`src/rtl/bconv_pkg.sv`:
```
// bconv_pkg: shared sizes and FSM encoding for the binary conv + pool stage
package bconv_pkg;
    localparam int KW    = 7;
    localparam int CH    = 8;
    localparam int POOL  = 2;
    localparam int N_WIN = 464;
    localparam int THR_W = 4;
    typedef enum logic [1:0] {IDLE, RUN, DONE} state_t;
endpackage

```
`src/rtl/bconv_xnor_pop.sv`:
```
// bconv_xnor_pop: XNOR-popcount of one window against one kernel, thresholded to a bit
module bconv_xnor_pop
    import bconv_pkg::*;
#(
    parameter int W = KW
) (
    input  logic [W-1:0]     win,
    input  logic [W-1:0]     kern,
    input  logic [THR_W-1:0] thr,
    output logic             act
);
    localparam int PW = $clog2(W + 1);
    logic [PW-1:0] pop;
    always_comb begin
        pop = '0;
        for (int i = 0; i < W; i++) pop = pop + {{(PW-1){1'b0}}, ~(win[i] ^ kern[i])};
    end
    assign act = THR_W'(pop) >= thr;
endmodule

```
`src/rtl/bconv1_pool.sv`:
```
// bconv1_pool: per-channel binary conv on each window, then OR-pools POOL windows per output word
module bconv1_pool #(
    parameter int CH    = bconv_pkg::CH,
    parameter int KW    = bconv_pkg::KW,
    parameter int POOL  = bconv_pkg::POOL,
    parameter int N_WIN = bconv_pkg::N_WIN
) (
    input  logic                        clk,
    input  logic                        rst,
    input  logic [KW-1:0]               slide_data,
    input  logic                        ecg_data_val,
    input  logic                        trans_done,
    input  logic                        cfg_we,
    input  logic [$clog2(CH)-1:0]       cfg_addr,
    input  logic [KW-1:0]               cfg_w,
    input  logic [bconv_pkg::THR_W-1:0] cfg_thr,
    input  logic                        frame_clr,
    output logic [CH-1:0]               act_data,
    output logic                        act_val,
    output logic                        busy,
    output logic                        frame_done,
    output logic                        src_done_seen
);
    import bconv_pkg::*;
    localparam int WC_W = $clog2(N_WIN + 1);
    localparam int PC_W = POOL > 1 ? $clog2(POOL) : 1;
    state_t state, state_nx;
    logic [WC_W-1:0]  win_cnt;
    logic [PC_W-1:0]  pool_cnt;
    logic [KW-1:0]    kern [CH];
    logic [THR_W-1:0] thr  [CH];
    logic [CH-1:0]    act, bits_q, pool_acc;
    logic             s1_val, s1_last, s2_last;
    logic             accept, last_win, cfg_ok, pool_full;

    assign accept    = ecg_data_val && state != DONE;
    assign last_win  = accept && win_cnt == WC_W'(N_WIN - 1);
    assign cfg_ok    = cfg_we && state != RUN && int'(cfg_addr) < CH;
    assign pool_full = s1_last || pool_cnt == PC_W'(POOL - 1);
    assign busy      = state == RUN;

    for (genvar c = 0; c < CH; c++) begin : g_ch
        bconv_xnor_pop #(.W(KW)) u_pop (
            .win (slide_data),
            .kern(kern[c]),
            .thr (thr[c]),
            .act (act[c])
        );
    end

    always_comb begin
        state_nx = state;
        if (last_win) state_nx = DONE;
        else if (state == IDLE && ecg_data_val) state_nx = RUN;
        else if (state == DONE && frame_clr) state_nx = IDLE;
    end

    // Threshold 8 exceeds any popcount, so the reset config yields all-zero activations
    always_ff @(posedge clk or posedge rst) begin
        if (rst) begin
            for (int i = 0; i < CH; i++) begin
                kern[i] <= '0;
                thr[i]  <= THR_W'(8);
            end
        end else if (cfg_ok) begin
            kern[cfg_addr] <= cfg_w;
            thr[cfg_addr]  <= cfg_thr;
        end
    end

    always_ff @(posedge clk or posedge rst) begin
        if (rst) begin
            state         <= IDLE;
            win_cnt       <= '0;
            pool_cnt      <= '0;
            pool_acc      <= '0;
            bits_q        <= '0;
            s1_val        <= 1'b0;
            s1_last       <= 1'b0;
            s2_last       <= 1'b0;
            act_data      <= '0;
            act_val       <= 1'b0;
            frame_done    <= 1'b0;
            src_done_seen <= 1'b0;
        end else begin
            state <= state_nx;
            if (accept) win_cnt <= win_cnt + WC_W'(1);
            else if (state == DONE && frame_clr) win_cnt <= '0;
            s1_val  <= accept;
            s1_last <= last_win;
            if (accept) bits_q <= act;
            act_val    <= s1_val && pool_full;
            s2_last    <= s1_val && s1_last;
            frame_done <= s2_last;
            // Last window of the frame closes a partial group as its own word
            if (s1_val && pool_full) begin
                act_data <= pool_acc | bits_q;
                pool_acc <= '0;
                pool_cnt <= '0;
            end else if (s1_val) begin
                pool_acc <= pool_acc | bits_q;
                pool_cnt <= pool_cnt + PC_W'(1);
            end
            src_done_seen <= trans_done | (src_done_seen & ~frame_clr);
        end
    end
endmodule

```
`config.mk`:
```
export PLATFORM = sky130hd
export DESIGN_NAME = bconv1_pool
export DESIGN_NICKNAME = d
export VERILOG_FILES = /design/src/rtl/bconv_pkg.sv /design/src/rtl/bconv_xnor_pop.sv /design/src/rtl/bconv1_pool.sv
export SDC_FILE = /design/constraint.sdc
export NUM_CORES = 1
export LEC_CHECK = 0
export CAP_MARGIN = 0
export CORE_MARGIN = 2
export CORE_UTILIZATION = 45
export CTS_CLUSTER_SIZE = 16
export DETAILED_ROUTE_END_ITERATION = 16
export PLACE_DENSITY = 0.69
export SYNTH_ARGS = -nofsm -noshare
export SYNTH_HDL_FRONTEND = slang
export SYNTH_HIERARCHICAL = 1
export SYNTH_SLANG_ARGS = --single-unit
```
`constraint.sdc`:
```
create_clock -name clk -period 4 [get_ports clk]
set_input_delay 0.6 -clock clk [delete_from_list [all_inputs] [get_ports clk]]
set_output_delay 0.6 -clock clk [all_outputs]
set_load 0.03 [all_outputs]
```
==> results.md <==
- Drt pass-1 iters: 4
- Post_cts resized: 0
- Placed cell count: 824
- Crit end category: flip-flop
- Die height: 129.0 um
- Nets: 732
- Max Cap Viol: 0
- Synth warnings: 6
- Cell area after synthesis: 7028 um^2
- Area Overhead vs Synth: 18.27%
- CP peak stage delay: 0.54 ns
- Starting DRT DRC Count: 128
- Slew headroom: 32.54%
- # IOs: 39
- Buffer count from post-CTS setup fixing: 0
- Die Width: 129.0 um
- Per-cell routed wire length: 15.30 um
- Core area: 15,260 um^2
- Sequential area share after synthesis: 46.43%
- # setup viols final: 0
- Post-DP HPWL: 9.687 mm
- Avg Cell Area, Syn: 12.16 um^2
- Initial antenna violation count: 0
- RSZ-0062 raised after global routing: no
- Initial Util: 46.06%
- Critical Path Most Common Cell: fa_1
- CTS max path bufs: 2
- Fin crit share: 90.03%
- Slowest-stage cell, CP: fa_1
- Status: finished, final reports clean
- Final min period: 3.601 ns
- Share of layout cells above drive strength 1: 22.17%
- Total congestion overflow: 0
- Ys flop type: dfrtp_1
- Asr flop ratio synth: 100.0%
- Htree depth: 4
- Post-CTS Hold Buffers: 0
- DR vias/cell: 4.863
- Final core occ: 54.47%
- Syn Inst Count: 578
- Pleak: 3.873 nW
- WP data arrival: 3.90 ns
- Cts bufs inserted: 17
- Clk_lat worst skew: 0.42 ns
- CP startpoint kind: input port
- Worst-Margin Slew: 1.008 ns
- Clock skew: 0.01164 ns
- Worst path cell trace: clkdlybuf4s50_1, buf_4, xor2_1, fa_1, inv_1, fa_1, ha_1, fa_1, xor2_2, ha_1, nor2_1, nor3_2, nand2_1, nand2_1
- Count of cell types in the netlist: 43
- Crit path required time: 4.30 ns
- Sink Count: 130
- GRT Overall Usage: 17.63%
- DRC: 0
- Via count of the first global-routing pass: 4,572
- Final Hold Fails: 0
- Most frequent cells in the layout: dfrtp_1, mux2_2, inv_1, ha_1, nand2_1
- Crit Path Category: in2reg
- GP Congestion: 0.7777
- Maximum VDD drop: 0.3926 mV
- Vias post-DR: 4,163
- Fmax: 277.7 MHz
- Crit path max fanout: 8
- Fill cell count: 1,296
- Yosys reg bits: 130
- Finished Cell Area: 8312 um^2
- Most common cell after layout, fill and taps aside: dfrtp_1
- DP Area: 7706 um^2
- Ant. Diodes: 0
- Post-Route WL: 13.10 mm
- First-pass GRT wire length: 22.78 mm
- Clk slew on worst S/H paths: 0.05 ns
- Tightest Hold Check Type: reg2reg
- Buffers on Ports: 38
- Total power after layout: 6.794 mW
- Place WS: -0.3026 ns
- Antenna Violating Nets Remaining: 0
- Die area: 16,630 um^2
- Max Slew Vio Count: 0
- Post-synth EDFFs: 0
- Setup TNS: 0 ns
- Final worst setup slack: 0.3987 ns
- Syn_nets: 678
- Row count: 45
- CTS Root Cell: clkbuf_16
- Fin cells: 856
- Largest net degree at the start of global routing: 62
- PwrDens: 817.4 nW/um^2
- Hold_ws: 0.3559 ns
- CTS tree: built
[registers in the layout (all words and copies together), names as in the netlist]
name / count
kern: 56
thr: 32
s2_last: 1
win_cnt: 9
src_done_seen: 1
act_val: 1
pool_cnt: 1
frame_done: 1
act_data: 8
state: 2
bits_q: 8
pool_acc: 8
s1_last: 1
s1_val: 1
[worst paths after layout]
check / startpoint / to / slack [ns] / cells after the start
setup / recovery: slide_data[3] / bits_q[1]$_DFFE_PP0P_ / 0.40 / 14
max in group asynchronous: rst / thr[23]$_DFFE_PP1P_ / 2.44 / 3
min in group asynchronous: rst / act_data[7]$_DFFE_PP0N_ / 0.75 / 2
setup reg to reg: kern[7]$_DFFE_PP0P_ / bits_q[6]$_DFFE_PP0P_ / 0.56 / 14
hold / removal: s2_last$_DFF_PP0_ / frame_done$_DFF_PP0_ / 0.36 / 0
hold reg to reg: s2_last$_DFF_PP0_ / frame_done$_DFF_PP0_ / 0.36 / 0
[report_power, final]
part	internal [mW]	switching, mW	total [mW]	leakage [nW]
Sequential	1.73	0.253	1.98	1.60
Combinational	1.62	1.68	3.30	1.98
Clock	0.979	0.532	1.51	0.288
[area by class of cell]
type                            count  area [um^2]  share of cell area [%]
Tap cell                          211        264.0                   3.176
Inverter                           55        210.2                   2.529
Sequential cell                   130         3263                   39.26
Clock buffer                       26        499.2                   6.006
Multi-Input combinational cell    380         3506                   42.18
Timing Repair Buffer               48        489.2                   5.886
Clock inverter                      6        80.08                  0.9634
[routing by layer]
metal  global-route usage, %  vias up  part of all wire, %
met2                   29.04       62                   48
met4                   5.563        0                  1.2
met1                   23.06     2062                   48
met3                   4.366       16                  2.8
met5                       0        -                    0
li1                        -     2023                    -
[cells by family (layout without fill, tap and decap cells)]
family          Yosys count  count (layout)  share of synthesized area, %
flops                   130             130                         46.43
simple gates            111             111                         7.300
mux                      93              93                         15.36
fa+ha+maj                73              73                         15.56
buf+inv                  68             135                         3.934
xor+xnor                 65              65                         8.100
compound gates           38              38                         3.311
[cell usage after synthesis, types with 2 or more instances]
master / n / area [um^2]
fa_1: 24 / 480.5
ha_1: 49 / 613.1
nor3_1: 10 / 50.05
nor2_1: 30 / 112.6
o311ai_0: 2 / 17.52
buf_2: 8 / 40.04
dfstp_2: 8 / 210.2
a21oi_1: 11 / 55.05
xor2_1: 25 / 219.0
o21ai_0: 11 / 55.05
mux2_4: 10 / 150.1
nand2_1: 44 / 165.2
a211oi_1: 8 / 60.06
mux2i_1: 4 / 40.04
inv_1: 53 / 198.9
clkbuf_1: 3 / 11.26
a21o_1: 2 / 15.01
dfrtp_1: 122 / 3053
mux2_2: 78 / 878.3
xnor2_1: 40 / 350.3
or2_2: 2 / 12.51
nand2b_1: 10 / 62.56
and2_1: 2 / 12.51
nand3_1: 3 / 15.01
[critical path: cells and delay by family]
family / cells / cell delay, ns
xor gates and xnor gates: 2 / 0.28
buffers and inverters: 3 / 0.72
adders and majority gates: 5 / 1.91
and+or+nand+nor: 4 / 0.38
No activity file was read; power rests on OpenSTA's default activity.
